**config.mk**
```make
export PLATFORM = sky130hd
export DESIGN_NAME = arm7tdmi_perf_counter_bank
export DESIGN_NICKNAME = d
export VERILOG_FILES = /design/src/rtl/arm7tdmi_perf_counter_bank.sv
export SDC_FILE = /design/constraint.sdc
export NUM_CORES = 2
export LEC_CHECK = 0
export CELL_PAD_IN_SITES_DETAIL_PLACEMENT = 0
export CELL_PAD_IN_SITES_GLOBAL_PLACEMENT = 1
export CORE_ASPECT_RATIO = 0.75
export CORE_MARGIN = 2
export CORE_UTILIZATION = 54
export CTS_CLUSTER_DIAMETER = 80
export CTS_CLUSTER_SIZE = 24
export DETAILED_ROUTE_END_ITERATION = 7
export PLACE_DENSITY = 0.88
export SLEW_MARGIN = 30
export SYNTH_ARGS = -nofsm -noshare
export SYNTH_HDL_FRONTEND = slang
export SYNTH_SLANG_ARGS = --single-unit
```
**constraint.sdc**
```tcl
create_clock -name clk -period 52.4 [get_ports clk]
set_input_delay 5.24 -clock clk [delete_from_list [all_inputs] [get_ports clk]]
set_output_delay 5.24 -clock clk [all_outputs]
set_load 0.02 [all_outputs]
```
**src/rtl/arm7tdmi_perf_counter_bank.sv**
```systemverilog
// rtl/arm7tdmi_perf_counter_bank.sv - programmable performance counter bank with snapshots and hit-rate divider
//
// Purpose: NUM_COUNTERS counters, each selecting one of NUM_EVENTS event lines,
// counting in level or rising-edge mode, saturating or wrapping, with sticky
// overflow flags. A sample timer (or snap_req) copies every counter into a
// snapshot bank in one cycle. With PERF_RATIO_EN defined, a restoring divider
// computes (snap[num] * 10000) / snap[den] one quotient bit per cycle. Without
// it the ratio outputs are tied to 0.
//
// Ports:
//   clk, rst                      clock, asynchronous active-high reset
//   event_in                      event lines from cache/coherency/MMU
//   global_en, clear_all          counting/timer enable, synchronous bank clear
//   sample_log2, snap_req         sample period 2^sample_log2, manual snapshot
//   cfg_we/idx/sel/edge/sat/cnt_en  per-counter configuration write
//   rd_idx, rd_live, rd_snap      combinational read of live and snapshot value
//   snap_valid, ovf_flags         snapshot update pulse, sticky overflow flags
//   ratio_start, ratio_num_idx, ratio_den_idx, ratio_busy, ratio_done, ratio_result
module arm7tdmi_perf_counter_bank #(
  parameter int NUM_EVENTS   = 32,
  parameter int NUM_COUNTERS = 8,
  parameter int CNT_WIDTH    = 32
) (
  input  logic                            clk,
  input  logic                            rst,
  input  logic [NUM_EVENTS-1:0]           event_in,
  input  logic                            global_en,
  input  logic                            clear_all,
  input  logic [4:0]                      sample_log2,
  input  logic                            snap_req,
  input  logic                            cfg_we,
  input  logic [$clog2(NUM_COUNTERS)-1:0] cfg_idx,
  input  logic [$clog2(NUM_EVENTS)-1:0]   cfg_sel,
  input  logic                            cfg_edge,
  input  logic                            cfg_sat,
  input  logic                            cfg_cnt_en,
  input  logic [$clog2(NUM_COUNTERS)-1:0] rd_idx,
  output logic [CNT_WIDTH-1:0]            rd_live,
  output logic [CNT_WIDTH-1:0]            rd_snap,
  output logic                            snap_valid,
  output logic [NUM_COUNTERS-1:0]         ovf_flags,
  input  logic                            ratio_start,
  input  logic [$clog2(NUM_COUNTERS)-1:0] ratio_num_idx,
  input  logic [$clog2(NUM_COUNTERS)-1:0] ratio_den_idx,
  output logic                            ratio_busy,
  output logic                            ratio_done,
  output logic [15:0]                     ratio_result
);
  localparam int IDX_W  = $clog2(NUM_COUNTERS);
  localparam int SEL_W  = $clog2(NUM_EVENTS);
  localparam int PROD_W = CNT_WIDTH + 14;

  logic [CNT_WIDTH-1:0]    cnt_q  [NUM_COUNTERS];
  logic [CNT_WIDTH-1:0]    snap_q [NUM_COUNTERS];
  logic [SEL_W-1:0]        sel_q  [NUM_COUNTERS];
  logic [NUM_COUNTERS-1:0] edge_q, sat_q, en_q, ovf_q, inc;
  logic [NUM_EVENTS-1:0]   ev_prev;
  logic [31:0]             timer_q, period_mask;
  logic                    tick, snap_trig, snap_valid_q;

  always_comb begin
    for (int i = 0; i < NUM_COUNTERS; i++) begin
      inc[i] = global_en & en_q[i] & event_in[sel_q[i]] &
               (~edge_q[i] | ~ev_prev[sel_q[i]]);
    end
  end

  // >= rather than == so that shrinking sample_log2 mid-run resyncs at once
  // instead of waiting for the 32-bit timer to wrap.
  assign period_mask = (32'd1 << sample_log2) - 32'd1;
  assign tick        = global_en & (timer_q >= period_mask);
  assign snap_trig   = tick | snap_req;

  always_ff @(posedge clk or posedge rst) begin
    if (rst) begin
      for (int i = 0; i < NUM_COUNTERS; i++) begin
        cnt_q[i]  <= '0;
        snap_q[i] <= '0;
        sel_q[i]  <= '0;
      end
      edge_q       <= '0;
      sat_q        <= '0;
      en_q         <= '0;
      ovf_q        <= '0;
      ev_prev      <= '0;
      timer_q      <= '0;
      snap_valid_q <= 1'b0;
    end else begin
      ev_prev      <= clear_all ? '0 : event_in;
      snap_valid_q <= snap_trig;
      if (clear_all)      timer_q <= '0;
      else if (global_en) timer_q <= tick ? 32'd0 : timer_q + 32'd1;

      if (cfg_we) begin
        sel_q[cfg_idx]  <= cfg_sel;
        edge_q[cfg_idx] <= cfg_edge;
        sat_q[cfg_idx]  <= cfg_sat;
        en_q[cfg_idx]   <= cfg_cnt_en;
      end

      for (int i = 0; i < NUM_COUNTERS; i++) begin
        // Snapshot sees the value before this cycle's increment.
        if (snap_trig) snap_q[i] <= cnt_q[i];
        if (clear_all || (cfg_we && cfg_idx == IDX_W'(i))) begin
          cnt_q[i] <= '0;
          ovf_q[i] <= 1'b0;
        end else if (inc[i]) begin
          if (&cnt_q[i]) begin
            ovf_q[i] <= 1'b1;
            if (!sat_q[i]) cnt_q[i] <= '0;
          end else begin
            cnt_q[i] <= cnt_q[i] + CNT_WIDTH'(1);
          end
        end
      end
    end
  end

  assign rd_live    = cnt_q[rd_idx];
  assign rd_snap    = snap_q[rd_idx];
  assign snap_valid = snap_valid_q;
  assign ovf_flags  = ovf_q;

`ifdef PERF_RATIO_EN
  localparam int STEP_W = $clog2(PROD_W + 1);

  logic                 busy_q, done_q, den_zero_q;
  logic [PROD_W-1:0]    dvd_q, quo_next;
  logic [CNT_WIDTH-1:0] den_q, rem_q;
  logic [CNT_WIDTH:0]   rem_shift;
  logic [STEP_W-1:0]    step_q;
  logic [15:0]          result_q;
  logic                 q_bit;

  // dvd_q shifts dividend bits out the top while quotient bits enter at the
  // bottom; after PROD_W steps it holds the full quotient.
  always_comb begin
    rem_shift = {rem_q, dvd_q[PROD_W-1]};
    q_bit     = rem_shift >= {1'b0, den_q};
    quo_next  = {dvd_q[PROD_W-2:0], q_bit};
  end

  always_ff @(posedge clk or posedge rst) begin
    if (rst) begin
      busy_q     <= 1'b0;
      done_q     <= 1'b0;
      den_zero_q <= 1'b0;
      dvd_q      <= '0;
      den_q      <= '0;
      rem_q      <= '0;
      step_q     <= '0;
      result_q   <= '0;
    end else begin
      done_q <= 1'b0;
      if (!busy_q) begin
        if (ratio_start) begin
          busy_q     <= 1'b1;
          step_q     <= '0;
          rem_q      <= '0;
          dvd_q      <= PROD_W'(snap_q[ratio_num_idx]) * PROD_W'(10000);
          den_q      <= snap_q[ratio_den_idx];
          den_zero_q <= (snap_q[ratio_den_idx] == '0);
        end
      end else begin
        rem_q  <= q_bit ? CNT_WIDTH'(rem_shift - {1'b0, den_q}) : CNT_WIDTH'(rem_shift);
        dvd_q  <= quo_next;
        step_q <= step_q + STEP_W'(1);
        if (step_q == STEP_W'(PROD_W - 1)) begin
          busy_q <= 1'b0;
          done_q <= 1'b1;
          if (den_zero_q)                 result_q <= '0;
          else if (|quo_next[PROD_W-1:16]) result_q <= 16'hFFFF;
          else                            result_q <= quo_next[15:0];
        end
      end
    end
  end

  assign ratio_busy   = busy_q;
  assign ratio_done   = done_q;
  assign ratio_result = result_q;
`else
  logic unused_ratio;
  assign unused_ratio = ^{ratio_start, ratio_num_idx, ratio_den_idx};
  assign ratio_busy   = 1'b0;
  assign ratio_done   = 1'b0;
  assign ratio_result = '0;
`endif
endmodule

```
# Yosys cells after proc, flatten, opt, wreduce, memory -nomap -nowiden
# Index checks and enable logic that the tools add are counted.
dict set report word_totals {
  word_cells 296
  inputBits 64
  register_bits 649
  out_inout_bits 91
}
dict set report classes {
  order_cmp 14
  reduce_logical 60
  eq_ne 15
  shifts 1
  add_sub_neg 10
  n_bitwise 52
  muxes 106
}
# op count
set op_table {}
lappend op_table {{32-bit 2-to-1 mux} 40}
lappend op_table {{32-bit by 1-bit adder with 32-bit output, second input constant} 9}
lappend op_table {{32-bit AND reduction} 8}
lappend op_table {{32-bit binary-select mux with 3-bit select} 2}
lappend op_table {{1-bit binary-select mux with 5-bit select} 16}
lappend op_table {{5-bit by 6-bit < comparator with 1-bit output, second input constant} 8}
lappend op_table {{1-bit 2-to-1 mux} 41}
lappend op_table {{40-bit bitwise mux} 1}
lappend op_table {{2-bit nonzero test} 17}
lappend op_table {{32-bit >= comparator} 1}
lappend op_table {{2-bit AND reduction} 16}
lappend op_table {{1-bit by 5-bit << shifter with 32-bit output, first input constant} 1}
lappend op_table {{32-bit by 1-bit subtractor with 32-bit output, second input constant} 1}
lappend op_table {{1-bit bitwise AND} 25}
lappend op_table {{8-bit bitwise mux} 3}
lappend op_table {{3-bit != test, second input constant} 8}
lappend op_table {{1-bit NOT} 16}
lappend op_table {{5-bit demux with 3-bit select} 1}
lappend op_table {{3-bit equality test, second input constant} 4}
lappend op_table {{1-bit logical AND} 10}
lappend op_table {{1-bit OR} 9}
lappend op_table {{4-bit >= comparator, second input constant} 2}
lappend op_table {{1-bit logical OR} 8}
lappend op_table {{3-bit NOT with 4-bit output} 2}
lappend op_table {{other kinds (8)} 9}

# Depth between registers and ports, before layout
dict set report logic_depth {
  ltp_word 7
  mapped_depth 21
  mapped_depth_nobuf 15
}

# Worst setup path before layout
# Ideal clock, no wire load.
dict set report synth_timing {
  path_kind {in2out}
  from {input port rd_idx[1]}
  to {output port rd_live[10]}
  n_path_buf 2
  stages 4
  setup_slack_ps 40034
  t_required_ps 47160
  t_arrival_ps 7126
  path_cell_list {clkbuf_1 buf_1 mux4_2 mux2_2}
}
dict set report synth_via {
  elab_chain_cells 4
}
# item line_no
set synth_lines {}
lappend synth_lines {{start: declaration} 37} ;# input logic [$clog2(NUM_COUNTERS)-1:0] rd_idx,
lappend synth_lines {{3-bit NOT with 4-bit output (implied by the code)} 119} ;# assign rd_live = cnt_q[rd_idx];
lappend synth_lines {{32-bit binary-select mux with 3-bit select} 119}
lappend synth_lines {{32-bit 2-to-1 mux (implied by the code) (2 in series)} 119}
lappend synth_lines {{end: declaration} 38} ;# output logic [CNT_WIDTH-1:0] rd_live,
# No other way between the ends. The select of a mux whose other input is x is not followed.

# Final worst setup path
dict set report layout_timing {
  from {input port rd_idx[1]}
  to {output port rd_live[26]}
}
# Same word-level chain as after synthesis.

==> metrics.csv <==
stage;metric;value;unit
run_status;status;finished, final reports clean;
hold_path;HP Start;snap_q[152]$_DFFE_PP0P_;
global_route;vias in the first global route;28900;
place;RD Place Congestion;1.02;
logic_synthesis;synth unique cells;77;
worst_setup_path;CP peak stage delay;630;ps
global_route;antenna violations before repair;2;
worst_setup_path;startpoint types;input port;
worst_setup_path;Crit Path Category;in -> out;
logic_synthesis;commonest cells in the netlist;649 x dfrtp_1, 337 x mux2_2, 281 x o21ai_0, 279 x nand2_1, 253 x mux4_2;
finish;# fillers;5956;
sta;maximum clock rate;72.8;MHz
power_and_ir_drop;Leak Pwr;17.5;nW
worst_setup_path;CP Buf/Inv Count;4;
sta;Fin Setup TNS;0;ps
logic_synthesis;sequential area share after synthesis;41.4;%
worst_setup_path;Arrival @ worst endpoint;8500;ps
logic_synthesis;Yosys warnings;0;
worst_setup_path;Critical Path Sink Type;output pin;
sta;Period minus WS final;13740;ps
hold_path;HP Class;reg -> reg;
worst_setup_path;r2r startpoint;timer_q[0]$_DFFE_PP0P_;
routing;antenna-violating nets left;0;
clock_tree;post-CTS setup buffers;0;
sta;hold slack;496;ps
clock_tree;CTS Root Cell;clkbuf_16;
sta;Worst slew margin;32.5;%
logic_synthesis;Synth async-reset ratio;100;%
finish;Final nets;3660;
place;Post-DP Area;0.0412;sq mm
finish;cell area after layout;0.0424;sq mm
hold_path;number of cells on the worst hold path;1;
routing;DRC;0;
worst_setup_path;Top delay family on crit path;buffers and inverters;
routing;vias per cell;6.96;
worst_setup_path;r2r worst-path depth;11;
sta;Worst Skew;43.0;ps
clock_tree;Clock Pin Slew Worst Setup and Hold Paths;90;ps
power_and_ir_drop;Power per Cell Area;25.5;mW/mm^2
routing;routed length per instance;27.2;um
floorplanning;core box area;0.0718;sq mm
logic_synthesis;cells taking the most area after synthesis;dfrtp_1 41%, mux4_2 15%, mux2_2 9.7%;
logic_synthesis;Synth top area share;41.4;%
finish;Multi-input gate area;0.0219;sq mm
finish;layout cells sized above 1;21.4;%
sta;Fin. Hold Viols;0;
worst_setup_path;Worst Path Required;47160;ps
floorplanning;Die W;315;um
clock_tree;Clock Latency Late Sink;610;ps
sta;Worst-Margin Slew;1010;ps
place;IO buf count;129;
clock_tree;CTS resizes;0;
worst_setup_path;worst path cell trace;buf_6, buf_4, buf_4, mux4_2, mux2_2, clkdlybuf4s50_1;
worst_setup_path;CP max stage cell;buf_4;
logic_synthesis;synthesized cell area;0.0392;sq mm
run;Max Cap Violations;0;
clock_tree;Max clock buf depth;3;
logic_synthesis;area leader, netlist;dfrtp_1;
global_route;Total GRT Usage;33.0;%
clock_tree;H-tree depth;2;
logic_synthesis;Syn Inst Count;3580;
place;HPWL Detailed;87100;um
finish;Synth-to-Final Area Change;7.99;%
routing;Detailed Route Iter0 Violations;4206;
logic_synthesis;EDFF count, synth;0;
logic_synthesis;Syn Area/Cell;11.0;sq um
worst_setup_path;register-to-register setup slack;47100;ps
floorplanning;Die Span Y;237;um
routing;Via Count;31500;
sta;Tcrit/Tclk final;26.2;%
floorplanning;die area;0.0748;sq mm
clock_tree;clock sink count;649;
floorplanning;Ports;155;
logic_synthesis;most common cell in the netlist;dfrtp_1;
global_route;first-pass GRT wire length;187000;um
worst_setup_path;crit path max fanout;57;
worst_setup_path;CP most frequent cell;buf_4;
floorplanning;Initial Utilization;54.7;%
global_route;GR Overflow Total;0;
clock_tree;TritonCTS clock tree;yes;
hold_path;Min-Delay Endpoint;snap_q[152]$_DFFE_PP0P_;
clock_tree;Num CTS Buffers;36;
clock_tree;Post-CTS Hold Buffers;0;
finish;FF/Latch Area;0.0162;sq mm
floorplanning;# rows;85;
sta;# setup viols final;0;
sta;Max Slew Vio Count;0;
routing;DRT Pass-1 Iters;5;
logic_synthesis;Main synth FF type;dfrtp_1;
global_route;largest net degree at the start of global routing;153;
routing;Routed WL;123000;um
worst_setup_path;worst reg2reg endpoint;snap_q[41]$_DFFE_PP0P_;
power_and_ir_drop;maximum VDD drop;18.9;uV
logic_synthesis;post-synthesis register bit count;649;
sta;RSZ-0062 raised after global routing;no;
## final cells by class
cell class	count	area share, %
Antenna cell	3	0.0177
Tap cell	957	2.83
Multi-Input combinational cell	2653	51.8
Clock buffer	40	2.29
Inverter	26	0.260
Clock inverter	8	0.304
Timing Repair Buffer	188	4.21
Sequential cell	649	38.3
## registers in the layout, indices dropped and copies added, names as in the netlist, 8 cells and up
register / cells
snap_q: 256
timer_q: 32
sel_q: 40
sat_q: 8
ovf_flags: 8
edge_q: 8
cnt_q: 256
en_q: 8
ev_prev: 32
## power breakdown
group	total, mW	switching, mW	internal (mW)
sequential	0.564	0.0481	0.516
clock	0.318	0.180	0.138
combinational	0.199	0.104	0.0959
## kinds of logic (layout without fill, tap and decap cells)
kind of cell / after synthesis / in the layout / share of synthesized area [%]
fa+ha+maj: 42 / 42 / 1.34
flops: 649 / 649 / 41.4
simple gates: 1164 / 1164 / 15.5
mux: 673 / 673 / 26.5
buf+inv: 295 / 262 / 3.19
compound gates: 748 / 748 / 11.9
other cells: 2 / 22 / 0.0191
xor+xnor: 7 / 7 / 0.156
## layer usage
layer / part of all wire, % / vias up / global-route usage (%)
li1: - / 13600 / -
met1: 44 / 16000 / 52.3
met2: 40 / 1720 / 43.4
met3: 13 / 193 / 10.0
met4: 2.8 / 0 / 8.57
met5: 0 / - / 0
## metrics by stage
stage | std cells | setup WS, ps | util (%) | total power, mW
after detailed placement | 4472 | 38630 | 57.4 | 0.766
after floorplan | 3597 | 28980 | - | 0.707
after CTS | 4520 | 38620 | 58.9 | 1.08
after global routing | 4521 | 38520 | 59.0 | 1.12
after global placement | 4472 | 38630 | 57.3 | 0.761
final | 4524 | 38660 | 59.0 | 1.08
## worst max-delay path by stage
stage,startpoint,to,slack (ps),depth (start not counted)
global route,rd_idx[1],rd_live[22],38520,6
detailed placement,rd_idx[1],rd_live[22],38630,6
floorplan,rst,cnt_q[0]$_DFFE_PP0P_,28980,1
CTS,rd_idx[1],rd_live[22],38620,6
finish,rd_idx[1],rd_live[26],38660,6
global placement,rd_idx[1],rd_live[22],38630,6
## placed cells by master, fill, tap and decap left out, types with 42 or more instances in the layout
cell type	count
nand2_1	279
nor2_1	203
nand4_1	78
mux4_2	253
a21oi_1	112
a31oi_1	81
mux2_2	337
and3_1	64
nand2b_1	53
o31ai_1	57
nor2b_1	69
and2_1	43
o21ai_0	281
nor3_1	56
buf_4	52
nand3_1	130
ha_1	42
clkdlybuf4s50_1	125
mux2_1	53
dfrtp_1	648
No activity file was read; power rests on OpenSTA's default activity.
